File: config.mk
export PLATFORM = sky130hd
export DESIGN_NAME = fault_sim_sequencer
export DESIGN_NICKNAME = d
export VERILOG_FILES = /design/src/rtl/fsim_pkg.sv /design/src/rtl/fsim_iter.sv /design/src/rtl/fault_sim_sequencer.sv
export SDC_FILE = /design/constraint.sdc
export NUM_CORES = 1
export LEC_CHECK = 0
export ABC_AREA = 1
export CAP_MARGIN = 10
export CORE_MARGIN = 2
export CORE_UTILIZATION = 40
export CTS_CLUSTER_DIAMETER = 80
export CTS_CLUSTER_SIZE = 12
export DETAILED_ROUTE_END_ITERATION = 10
export GPL_ROUTABILITY_DRIVEN = 0
export SYNTH_ARGS = -nofsm -noshare
export SYNTH_HDL_FRONTEND = slang
export SYNTH_SLANG_ARGS = --single-unit
File: constraint.sdc
create_clock -name clk -period 1.9 [get_ports clk]
set_clock_uncertainty 0.1 [all_clocks]
set_input_delay 0.38 -clock clk [delete_from_list [all_inputs] [get_ports clk]]
set_output_delay 0.38 -clock clk [all_outputs]
set_load 0.01 [all_outputs]
File: src/rtl/fsim_pkg.sv
// Shared types and helpers for the fault-simulation sequencer.
package fsim_pkg;

    typedef enum logic [1:0] {IDLE, LOAD, APPLY, FIN} fsim_state_e;

    // c17 sites: nets 1,2,3,6,7,8,9,10,11,14,15,16,19,20,21,22,23
    localparam logic [23:0] C17_SITE_MASK = 24'hF9CFCE;

    function automatic int unsigned fault_opc(input int unsigned net, input logic sa);
        return {net[30:0], sa};
    endfunction

    function automatic int unsigned popcount(input logic [63:0] m);
        int unsigned n;
        n = 0;
        for (int i = 0; i < 64; i++) n += 32'(m[i]);
        return n;
    endfunction

    // Lowest fault site; net 0 never carries a fault, so 0 also means "no sites".
    function automatic int unsigned first_site(input logic [63:0] m);
        for (int i = 1; i < 64; i++) if (m[i]) return unsigned'(i);
        return 0;
    endfunction

endpackage

File: src/rtl/fsim_iter.sv
// Nested fault / vector / settle counter with a search for the next enabled fault site.
module fsim_iter import fsim_pkg::*; #(
    parameter int               N_IN       = 5,
    parameter int               NUM_NETS   = 23,
    parameter logic [NUM_NETS:0] SITE_MASK = '0,
    parameter int               SETTLE_CYC = 1,
    parameter int               NET_W      = $clog2(NUM_NETS + 1)
)(
    input  logic             clk,
    input  logic             rst_n,
    input  logic             load,
    input  logic             step,
    input  logic             skip,
    output logic [NET_W-1:0] net_id,
    output logic             stuck_val,
    output logic [N_IN-1:0]  vec,
    output logic             sample,
    output logic             last_fault,
    output logic             fault_adv
);
    localparam logic [3:0]       SETTLE_TOP = 4'(SETTLE_CYC - 1);
    localparam logic [NET_W-1:0] FIRST_NET  = NET_W'(first_site(64'(SITE_MASK)));
    localparam logic [N_IN-1:0]  VEC_TOP    = '1;

    logic [3:0]       settle_cnt;
    logic [NET_W-1:0] next_net;
    logic             has_next;
    logic             last_vec;

    // Descending scan so the lowest enabled net above the current one wins.
    always_comb begin
        next_net = net_id;
        has_next = 1'b0;
        for (int k = NUM_NETS; k >= 1; k--) begin
            if (SITE_MASK[k] && (k > int'(net_id))) begin
                next_net = NET_W'(k);
                has_next = 1'b1;
            end
        end
    end

    assign sample     = (settle_cnt == 4'd0);
    assign last_vec   = (vec == VEC_TOP);
    assign last_fault = stuck_val & ~has_next;
    assign fault_adv  = step & sample & (last_vec | skip);

    always_ff @(posedge clk or negedge rst_n) begin
        if (!rst_n) begin
            settle_cnt <= '0;
            net_id     <= '0;
            stuck_val  <= 1'b0;
            vec        <= '0;
        end else if (load) begin
            settle_cnt <= SETTLE_TOP;
            net_id     <= FIRST_NET;
            stuck_val  <= 1'b0;
            vec        <= '0;
        end else if (step) begin
            settle_cnt <= sample ? SETTLE_TOP : settle_cnt - 4'd1;
            if (fault_adv) begin
                vec <= '0;
                if (!stuck_val) begin
                    stuck_val <= 1'b1;
                end else if (has_next) begin
                    net_id    <= next_net;
                    stuck_val <= 1'b0;
                end
            end else if (sample) begin
                vec <= vec + N_IN'(1);
            end
        end
    end

endmodule

File: src/rtl/fault_sim_sequencer.sv
// Exhaustive stuck-at campaign controller driving a golden and a faulty CUT copy.
//   state | meaning
//   IDLE  | waiting for start, results of last campaign held
//   LOAD  | clear results, select first fault
//   APPLY | drive opcode/vector, compare on last settle cycle
//   FIN   | one-cycle done pulse, outputs parked at 0
module fault_sim_sequencer import fsim_pkg::*; #(
    parameter int                N_IN       = 5,
    parameter int                N_OUT      = 2,
    parameter int                NUM_NETS   = 23,
    parameter logic [NUM_NETS:0] SITE_MASK  = (NUM_NETS + 1)'(C17_SITE_MASK),
    parameter int                SETTLE_CYC = 1,
    parameter int                OPC_W      = $clog2(NUM_NETS + 1) + 1
)(
    input  logic                                   clk,
    input  logic                                   rst_n,
    input  logic                                   start,
    input  logic                                   abort,
    input  logic                                   early_exit,
    output logic [OPC_W-1:0]                       fault_opcode,
    output logic [N_IN-1:0]                        test_vec,
    input  logic [N_OUT-1:0]                       golden_out,
    input  logic [N_OUT-1:0]                       faulty_out,
    output logic                                   busy,
    output logic                                   done,
    output logic                                   aborted,
    output logic [2*(NUM_NETS+1)-1:0]              detected,
    output logic [$clog2(2*(NUM_NETS+1)+1)-1:0]    det_count
);
    localparam int   NET_W     = OPC_W - 1;
    localparam int   DC_W      = $clog2(2 * (NUM_NETS + 1) + 1);
    localparam int   F_TOTAL   = 2 * int'(popcount(64'(SITE_MASK)));
    localparam logic HAS_SITES = (F_TOTAL != 0);

    fsim_state_e      state, state_nxt;
    logic             ee_lat;
    logic             iter_load, iter_step;
    logic [NET_W-1:0] net_id;
    logic             stuck_val;
    logic [N_IN-1:0]  vec;
    logic             sample, last_fault, fault_adv;
    logic [OPC_W-1:0] opc;
    logic             mismatch, record;

    fsim_iter #(
        .N_IN       (N_IN),
        .NUM_NETS   (NUM_NETS),
        .SITE_MASK  (SITE_MASK),
        .SETTLE_CYC (SETTLE_CYC),
        .NET_W      (NET_W)
    ) u_iter (
        .clk        (clk),
        .rst_n      (rst_n),
        .load       (iter_load),
        .step       (iter_step),
        .skip       (ee_lat & mismatch),
        .net_id     (net_id),
        .stuck_val  (stuck_val),
        .vec        (vec),
        .sample     (sample),
        .last_fault (last_fault),
        .fault_adv  (fault_adv)
    );

    assign opc      = OPC_W'(fault_opc(32'(net_id), stuck_val));
    assign mismatch = (golden_out != faulty_out);
    assign record   = iter_step & sample & mismatch & ~detected[opc];

    always_ff @(posedge clk or negedge rst_n) begin
        if (!rst_n) state <= IDLE;
        else        state <= state_nxt;
    end

    always_comb begin
        state_nxt = state;
        case (state)
            IDLE:    if (start) state_nxt = LOAD;
            LOAD:    state_nxt = (abort || !HAS_SITES) ? FIN : APPLY;
            APPLY:   if (abort || (fault_adv && last_fault)) state_nxt = FIN;
            FIN:     state_nxt = IDLE;
            default: state_nxt = IDLE;
        endcase
    end

    always_comb begin
        busy         = 1'b0;
        done         = 1'b0;
        iter_load    = 1'b0;
        iter_step    = 1'b0;
        fault_opcode = '0;
        test_vec     = '0;
        case (state)
            LOAD: begin
                busy      = 1'b1;
                iter_load = 1'b1;
            end
            APPLY: begin
                busy         = 1'b1;
                iter_step    = 1'b1;
                fault_opcode = opc;
                test_vec     = vec;
            end
            FIN:     done = 1'b1;
            default: ;
        endcase
    end

    // A compare on the abort cycle still lands; the abort flag is set after the LOAD clear.
    always_ff @(posedge clk or negedge rst_n) begin
        if (!rst_n) begin
            detected  <= '0;
            det_count <= '0;
            aborted   <= 1'b0;
            ee_lat    <= 1'b0;
        end else begin
            if (state == IDLE && start) ee_lat <= early_exit;
            if (state == LOAD) begin
                detected  <= '0;
                det_count <= '0;
                aborted   <= 1'b0;
            end else if (record) begin
                detected[opc] <= 1'b1;
                if (det_count != DC_W'(F_TOTAL)) det_count <= det_count + DC_W'(1);
            end
            if ((state == LOAD || state == APPLY) && abort) aborted <= 1'b1;
        end
    end

endmodule

==> metrics.md, run 1 <==
| Metric | Value |
|---|---|
| Outcome | `complete, but fails checks` |
| Failing checks | `setup timing` |
| DR WL met2 | `7.75 mm` |
| Share of cells above drive strength 1 | `0.346` |
| Pwr per Cell Area | `1300 nW/um^2` |
| Sequential share of the synthesized area | `0.373` |
| Crit path from | `u_iter.stuck_val` |
| Vias in the first global route | `slightly below 5k` |
| Asr flop ratio synth | `1.00` |
| Min-delay worst type | `flip-flop to flip-flop` |
| Max Fclk | `around 0.46 GHz` |
| Worst setup margin | `-0.283 ns` |
| Synthesized flop and latch total | `73` |
| Total Routing Usage GR | `0.247` |
| Reg2reg start | `u_iter.stuck_val` |
| R2R cell count | `15` |
| Met1 wire length | `7.33 mm` |
| Syn avg cell area | `7.72 sq um` |
| RSZ-0062 raised after global routing | `yes` |
| Drt initial violations | `353` |
| Slew @ Worst Pin | `0.631 ns` |
| DR vias | `5116` |
| First-pass GRT wire length | `25.1 mm` |
| Slew margin rel. | `0.579` |
| Leak | `about 3.6 nW` |
| Die H | `about 110 um` |
| YS warnings | `0` |
| Min Tclk post-route | `2.18 ns` |
| Die area | `~13000 sq um` |
| CTS tree | `yes` |
| Fin crit share | `1.15` |
| Hold endpoint | `aborted` |
| Final hold vios | `0` |
| Initial antenna violation count | `0` |
| Worst-path clk slew | `roughly 0.05 ns` |
| Core Area | `~12000 sq um` |
| Cell Rows | `40` |
| DIE WIDTH | `roughly 110 um` |
| Cts bufs inserted | `9` |
| Crit-path slowest cell | `dfrtp_2` |
| Post-synth EDFFs | `0` |
| Max cap viols | `0` |
| Final ANT Viol Nets | `0` |
| Most frequent CP cell | `nand2_1` |
| # diodes | `0` |
| DP HPWL | `10.5 mm` |
| Port buffer count | `76` |
| Total grt overflow | `0` |
| Top Ports | `77` |
| DR WL/cell | `17.3 um` |
| Placed Area | `6320 sq um` |
| Setup slack, reg-to-reg | `-0.28 ns` |
| Crit path capture type | `flip-flop` |
| Synth Net Count | `655` |
| CTS sink cnt | `73` |
| Final core utilization | `0.609` |
| WHS Path Cells | `2` |
| Endpoints failing setup | `54` |
| Mapped Area | `4900 sq um` |
| Worst setup SP type | `flip-flop` |
| VDD IR max | `830 uV` |
| Post-Syn Instances | `635` |
| Max layer used | `met4` |
| Hold Crit Start | `aborted` |
| Crit path max fanout | `18` |
| DRC Markers | `0` |
| Post-route setup TNS | `-12.89 ns` |
| Worst endpoint data arrival time | `2.32 ns` |
| CTS Root Cell | `clkbuf_16` |
| Finished layout cell area | `approximately 7300 sq um` |
| CTS Buffer Depth | `2` |
| WL met3 | `956 um` |
| Pin count of the biggest net entering global routing | `between 40 and 50` |
| Nets@finish | `825` |
| Fillers | `1052` |
| Predominant post-synthesis flop cell | `dfrtp_1` |
| Avg Vias per Cell | `5.37` |
| Setup CP Type | `flip-flop to flip-flop` |
| Worst-Skew Late Latency | `~0.35 ns` |
| Final wirelength | `16.5 mm` |
| Reg2reg end | `detected[33]` |
| Final Max Slew Viols | `0` |
| Area growth syn-to-layout | `49.3%` |
| Crit-path cells | `buf_12 > inv_6 > nor2_4 > nand2_1 > nand2_1 > nor2_2 > nand3_1 > nand3_2 > nand2_2 > nand2_4 > nand2_8 > buf_16 > inv_16 > nand3_2 > nand2_1` |
| # H-tree levels | `3` |
| Max incr delay on CP | `0.46 ns` |
| CP required | `2.04 ns` |
| Drt pass-1 iters | `5` |
| Starting Density | `0.408` |
| Yosys cell types | `39` |
state kept, by name, summed over array words and instances, names as in the netlist:
register           count
u_iter.net_id          5
ee_lat                 1
state                  2
u_iter.settle_cnt      4
det_count              6
aborted                1
u_iter.vec             5
detected              48
u_iter.stuck_val       1
what timing repair did:
item / CTS / global route
cloned: 3 / 7
setup endpoints to repair: 77 / 78
hold buffers: 1 / 0
pin swaps: 9 / 25
setup buffers: 7 / 13
gates resized for setup: 95 / 88
endpoints found under the hold margin: 40 / 0
layout make-up:
type	count	area, sq um	share of cell area
multi-input combinational	464	2880	0.393
sequential	73	1830	0.250
timing repair buffer	188	1810	0.247
inverter	64	297	0.0405
clock buffer	11	253	0.0345
tap	147	184	0.0251
timing repair inverter	5	62.6	0.00855
clock inverter	1	5.00	0.000684
worst max-delay path by stage:
stage / end / depth (start not counted)
2_1_floorplan: u_iter.net_id[2] / 13
3_3_place_gp: det_count[3] / 10
3_5_place_dp: state[1] / 11
4_1_cts: detected[32] / 14
5_1_grt: detected[6] / 15
6_report: detected[33] / 15
metrics by stage:
stage | cells | setup WS, ns | total power, mW | hold slack [ns]
2_1_floorplan | 635 | 0.00168 | 4.85 | -0.0156
3_3_place_gp | 912 | -0.309 | 6.77 | 0.324
3_5_place_dp | 912 | -0.371 | 6.83 | 0.333
4_1_cts | 935 | -0.187 | 8.77 | 0.421
5_1_grt | 953 | -0.354 | 10.1 | 0.434
6_report | 953 | -0.283 | 9.55 | 0.414
synthesized netlist by cell type, types with 2 or more instances:
| cell type | instances | area [sq um] |
|---|---|---|
| buf_2 | 9 | 45.0 |
| inv_4 | 2 | 12.5 |
| xor2_1 | 5 | 43.8 |
| nand2_8 | 2 | 40.0 |
| o21ai_1 | 9 | 45.0 |
| nor2_8 | 3 | 60.1 |
| xnor2_1 | 4 | 35.0 |
| nor2_2 | 3 | 18.8 |
| nand2_1 | 182 | 683 |
| inv_2 | 3 | 11.3 |
| a21oi_1 | 19 | 95.1 |
| nand2_4 | 5 | 56.3 |
| buf_6 | 7 | 78.8 |
| dfrtp_1 | 73 | 1830 |
| o21bai_1 | 29 | 218 |
| o21ai_0 | 21 | 105 |
| buf_12 | 3 | 60.1 |
| ha_1 | 11 | 138 |
| nand2_2 | 3 | 18.8 |
| nand3_1 | 72 | 360 |
| a31oi_1 | 2 | 12.5 |
| nand3_2 | 31 | 310 |
| inv_1 | 55 | 206 |
| o2111ai_1 | 4 | 35.0 |
| clkinv_1 | 2 | 7.51 |
| nor2_1 | 40 | 150 |
| a21oi_2 | 2 | 17.5 |
| nand4_1 | 10 | 62.6 |
| clkbuf_1 | 11 | 41.3 |
| buf_4 | 4 | 30.0 |
kinds of logic (layout without fill, tap and decap cells):
logic type               after synthesis  count (layout)  share of synthesized area
buffers and inverters                 98             269                      0.105
AND/OR/NAND/NOR                      355             355                      0.366
XOR/XNOR                               9               9                     0.0161
flip-flops                            73              73                      0.373
adder cells (fa/ha/maj)               11              11                     0.0281
AO/OA/AOI/OAI                         89              89                      0.112
layer usage:
metal / track usage / vias to the layer above
met5: 0 / -
met4: 0.100 / 0
met3: 0.0445 / 39
met2: 0.396 / 183
met1: 0.331 / 2479
li1: - / 2415
layout by cell type, fill, tap and decap left out, drive strengths merged, types with 10 or more instances in the layout:
cell / instances
dfrtp: 73
clkbuf: 16
a21oi: 21
nand4: 10
nand2: 192
o21ai: 30
clkdlybuf4s50: 61
buf: 120
o21bai: 29
nand3: 104
nor2: 46
inv: 66
ha: 11
critical path, delay by kind of cell (launching register included):
kind | cells | cell delay (ns)
flops | 1 | 0.46
buf+inv | 4 | 0.56
simple gates | 11 | 0.92
power by group:
group,switching (mW),internal (mW),total (mW),leakage (nW)
Clock,0.648,0.923,1.57,0.129
Sequential,0.329,1.82,2.15,0.985
Combinational,3.39,2.44,5.83,2.45
Total,4.36,5.19,9.55,3.56
Note: power is estimated with default switching activity, not from simulation.
==> inputs of run 2 (changes only) <==
--- a/config.mk
+++ b/config.mk
@@ -14,4 +14,5 @@
 export DETAILED_ROUTE_END_ITERATION = 10
 export GPL_ROUTABILITY_DRIVEN = 0
+export SKIP_CTS_REPAIR_TIMING = 1
 export SYNTH_ARGS = -nofsm -noshare
 export SYNTH_HDL_FRONTEND = slang
==> constraint.sdc (replaced) <==
create_clock -name clk -period 1.9 [get_ports clk]
set_clock_uncertainty 0.1 [all_clocks]
set_input_delay 0.38 -clock clk [delete_from_list [all_inputs] [get_ports clk]]
set_output_delay 0.38 -clock clk [all_outputs]
set_load 0.005 [all_outputs]
==> metrics.md, run 2 (synthesized netlist as in run 1, its figures left out) <==
| Metric | Value |
|---|---|
| Crit-path slowest cell | `dfrtp_1` |
| Avg Vias per Cell | `5.26` |
| Leak | `approximately 3.5 nW` |
| Register Area | `1830 sq um` |
| Crit path max fanout | `9` |
| Top Ports | `77` |
| Number of flip-flops in the largest register | `48` |
| Overall power | `9.29 mW` |
| Crit path capture type | `flip-flop` |
| Die H | `115 um` |
| CTS sink cnt | `73` |
| Nets@finish | `820` |
| Top reg by flops | `detected` |
| CTS Buffer Depth | `2` |
| Share of cells above drive strength 1 | `0.288` |
| Max cap viols | `0` |
| Final core utilization | `0.589` |
| VDD IR max | `754 uV` |
| Cts bufs inserted | `9` |
| Worst setup margin | `-0.303 ns` |
| Worst-Skew Late Latency | `between 0.3 and 0.4 ns` |
| Drt pass-1 iters | `7` |
| Cell Rows | `40` |
| Outcome | `complete, but fails checks` |
| DP HPWL | `10.4 mm` |
| Worst endpoint data arrival time | `2.34 ns` |
| Hold_ws | `0.407 ns` |
| Finished layout cell area | `7080 sq um` |
| Multi-input logic area | `2720 sq um` |
| RSZ-0062 raised after global routing | `yes` |
| Port buffer count | `76` |
| Final ANT Viol Nets | `0` |
| Placed Area | `6310 sq um` |
| Min Tclk post-route | `2.20 ns` |
| Core Area | `12000 sq um` |
| Setup CP Type | `flip-flop to flip-flop` |
| Max incr delay on CP | `0.40 ns` |
| DRC Markers | `0` |
| # diodes | `0` |
| Starting Density | `0.408` |
| Crit-path cells | `buf_12 > buf_4 > nand2_2 > nor2_1 > nor2_1 > nand3_2 > nand2_2 > nand2_4 > nor2_8 > buf_6 > nand2_8 > buf_6 > nand3_1 > nand2_1` |
| Fillers | `between 1k and 1.5k` |
| Pwr per Cell Area | `1310 nW/um^2` |
| Worst-path clk slew | `0.06 ns` |
| Placed Cells incl. Taps | `909` |
| Most frequent cells in the layout | `170 x nand2_1, 83 x buf_4, 71 x dfrtp_1` |
| DR WL/cell | `around 17 um` |
| Total Routing Usage GR | `0.236` |
| Top Registers | `detected x48, det_count x6` |
| Final wirelength | `15.9 mm` |
| Area growth syn-to-layout | `44.4%` |
| CTS tree | `yes` |
| Failing checks | `setup timing` |
| DIE WIDTH | `115 um` |
| Drt initial violations | `392` |
| CP required | `~2.0 ns` |
| Min-delay worst type | `flip-flop to flip-flop` |
| # H-tree levels | `3` |
| Slew margin rel. | `0.727` |
| First-pass GRT wire length | `between 20 and 25 mm` |
| Final hold vios | `0` |
| Total grt overflow | `0` |
| DR vias | `5009` |
| DP Worst Slack | `-0.349 ns` |
| Die area | `13200 sq um` |
| Vias in the first global route | `4827` |
| Post-route setup TNS | `-13.59 ns` |
| Pin count of the biggest net entering global routing | `74` |
| Worst setup SP type | `flip-flop` |
| Slew @ Worst Pin | `0.409 ns` |
| Initial antenna violation count | `0` |
| Final Max Slew Viols | `0` |
| Endpoints failing setup | `66` |
| CTS Root Cell | `clkbuf_16` |
| Fin crit share | `1.16` |
| Final Instance Count excl. Fillers | `952` |
| Most common cell after layout, fill and taps aside | `nand2_1` |
| Max Fclk | `~0.45 GHz` |
-- run 2: changes by cell type in the layout (fill, tap and decap cells not counted), sizes merged, moves of 3 or more --
| cell | change |
|---|---|
| clkinv | +4 |
| buf | -15 |
| dlymetal6s2s | +3 |
| clkbuf | +6 |
| inv | -3 |
-- run 2: cell type report --
class / instances / area share
Timing Repair inverter: 4 / 0.00778
Multi-Input combinational cell: 465 / 0.384
Clock inverter: 5 / 0.00795
Timing Repair Buffer: 183 / 0.241
Sequential cell: 73 / 0.258
Tap cell: 147 / 0.0260
Clock buffer: 11 / 0.0329
Inverter: 64 / 0.0422
-- run 2: path summary, 6_finish.rpt --
check                           slack [ns]               end             start  cells past startpoint
worst max-delay path                 -0.30      detected[34]  u_iter.stuck_val                     14
worst min-delay path                  0.41           aborted           aborted                      2
worst max register to register       -0.30      detected[34]  u_iter.stuck_val                     14
worst min register to register        0.41           aborted           aborted                      2
max in group asynchronous             0.89  u_iter.net_id[1]             rst_n                      3
min in group asynchronous             0.49      detected[40]             rst_n                      3
-- run 2: where the power goes --
part	internal [mW]	total [mW]	switching [mW]
clock network	1.02	1.70	0.683
logic	2.26	5.48	3.22
registers	1.82	2.11	0.291
-- run 2: worst max-delay path, delay by kind of cell, from the launching register on --
family                 cells  cell delay [ns]
buffers and inverters      4             0.64
DFF                        1             0.40
and+or+nand+nor           10             0.93
-- run 2: metal layers --
metal | routed length (um) | global-route usage | up-vias
met2 | 7590 | 0.368 | 168
li1 | - | - | 2405
met5 | 0 | 0 | -
met1 | 7170 | 0.324 | 2411
met3 | 805 | 0.0418 | 25
met4 | 345 | 0.103 | 0
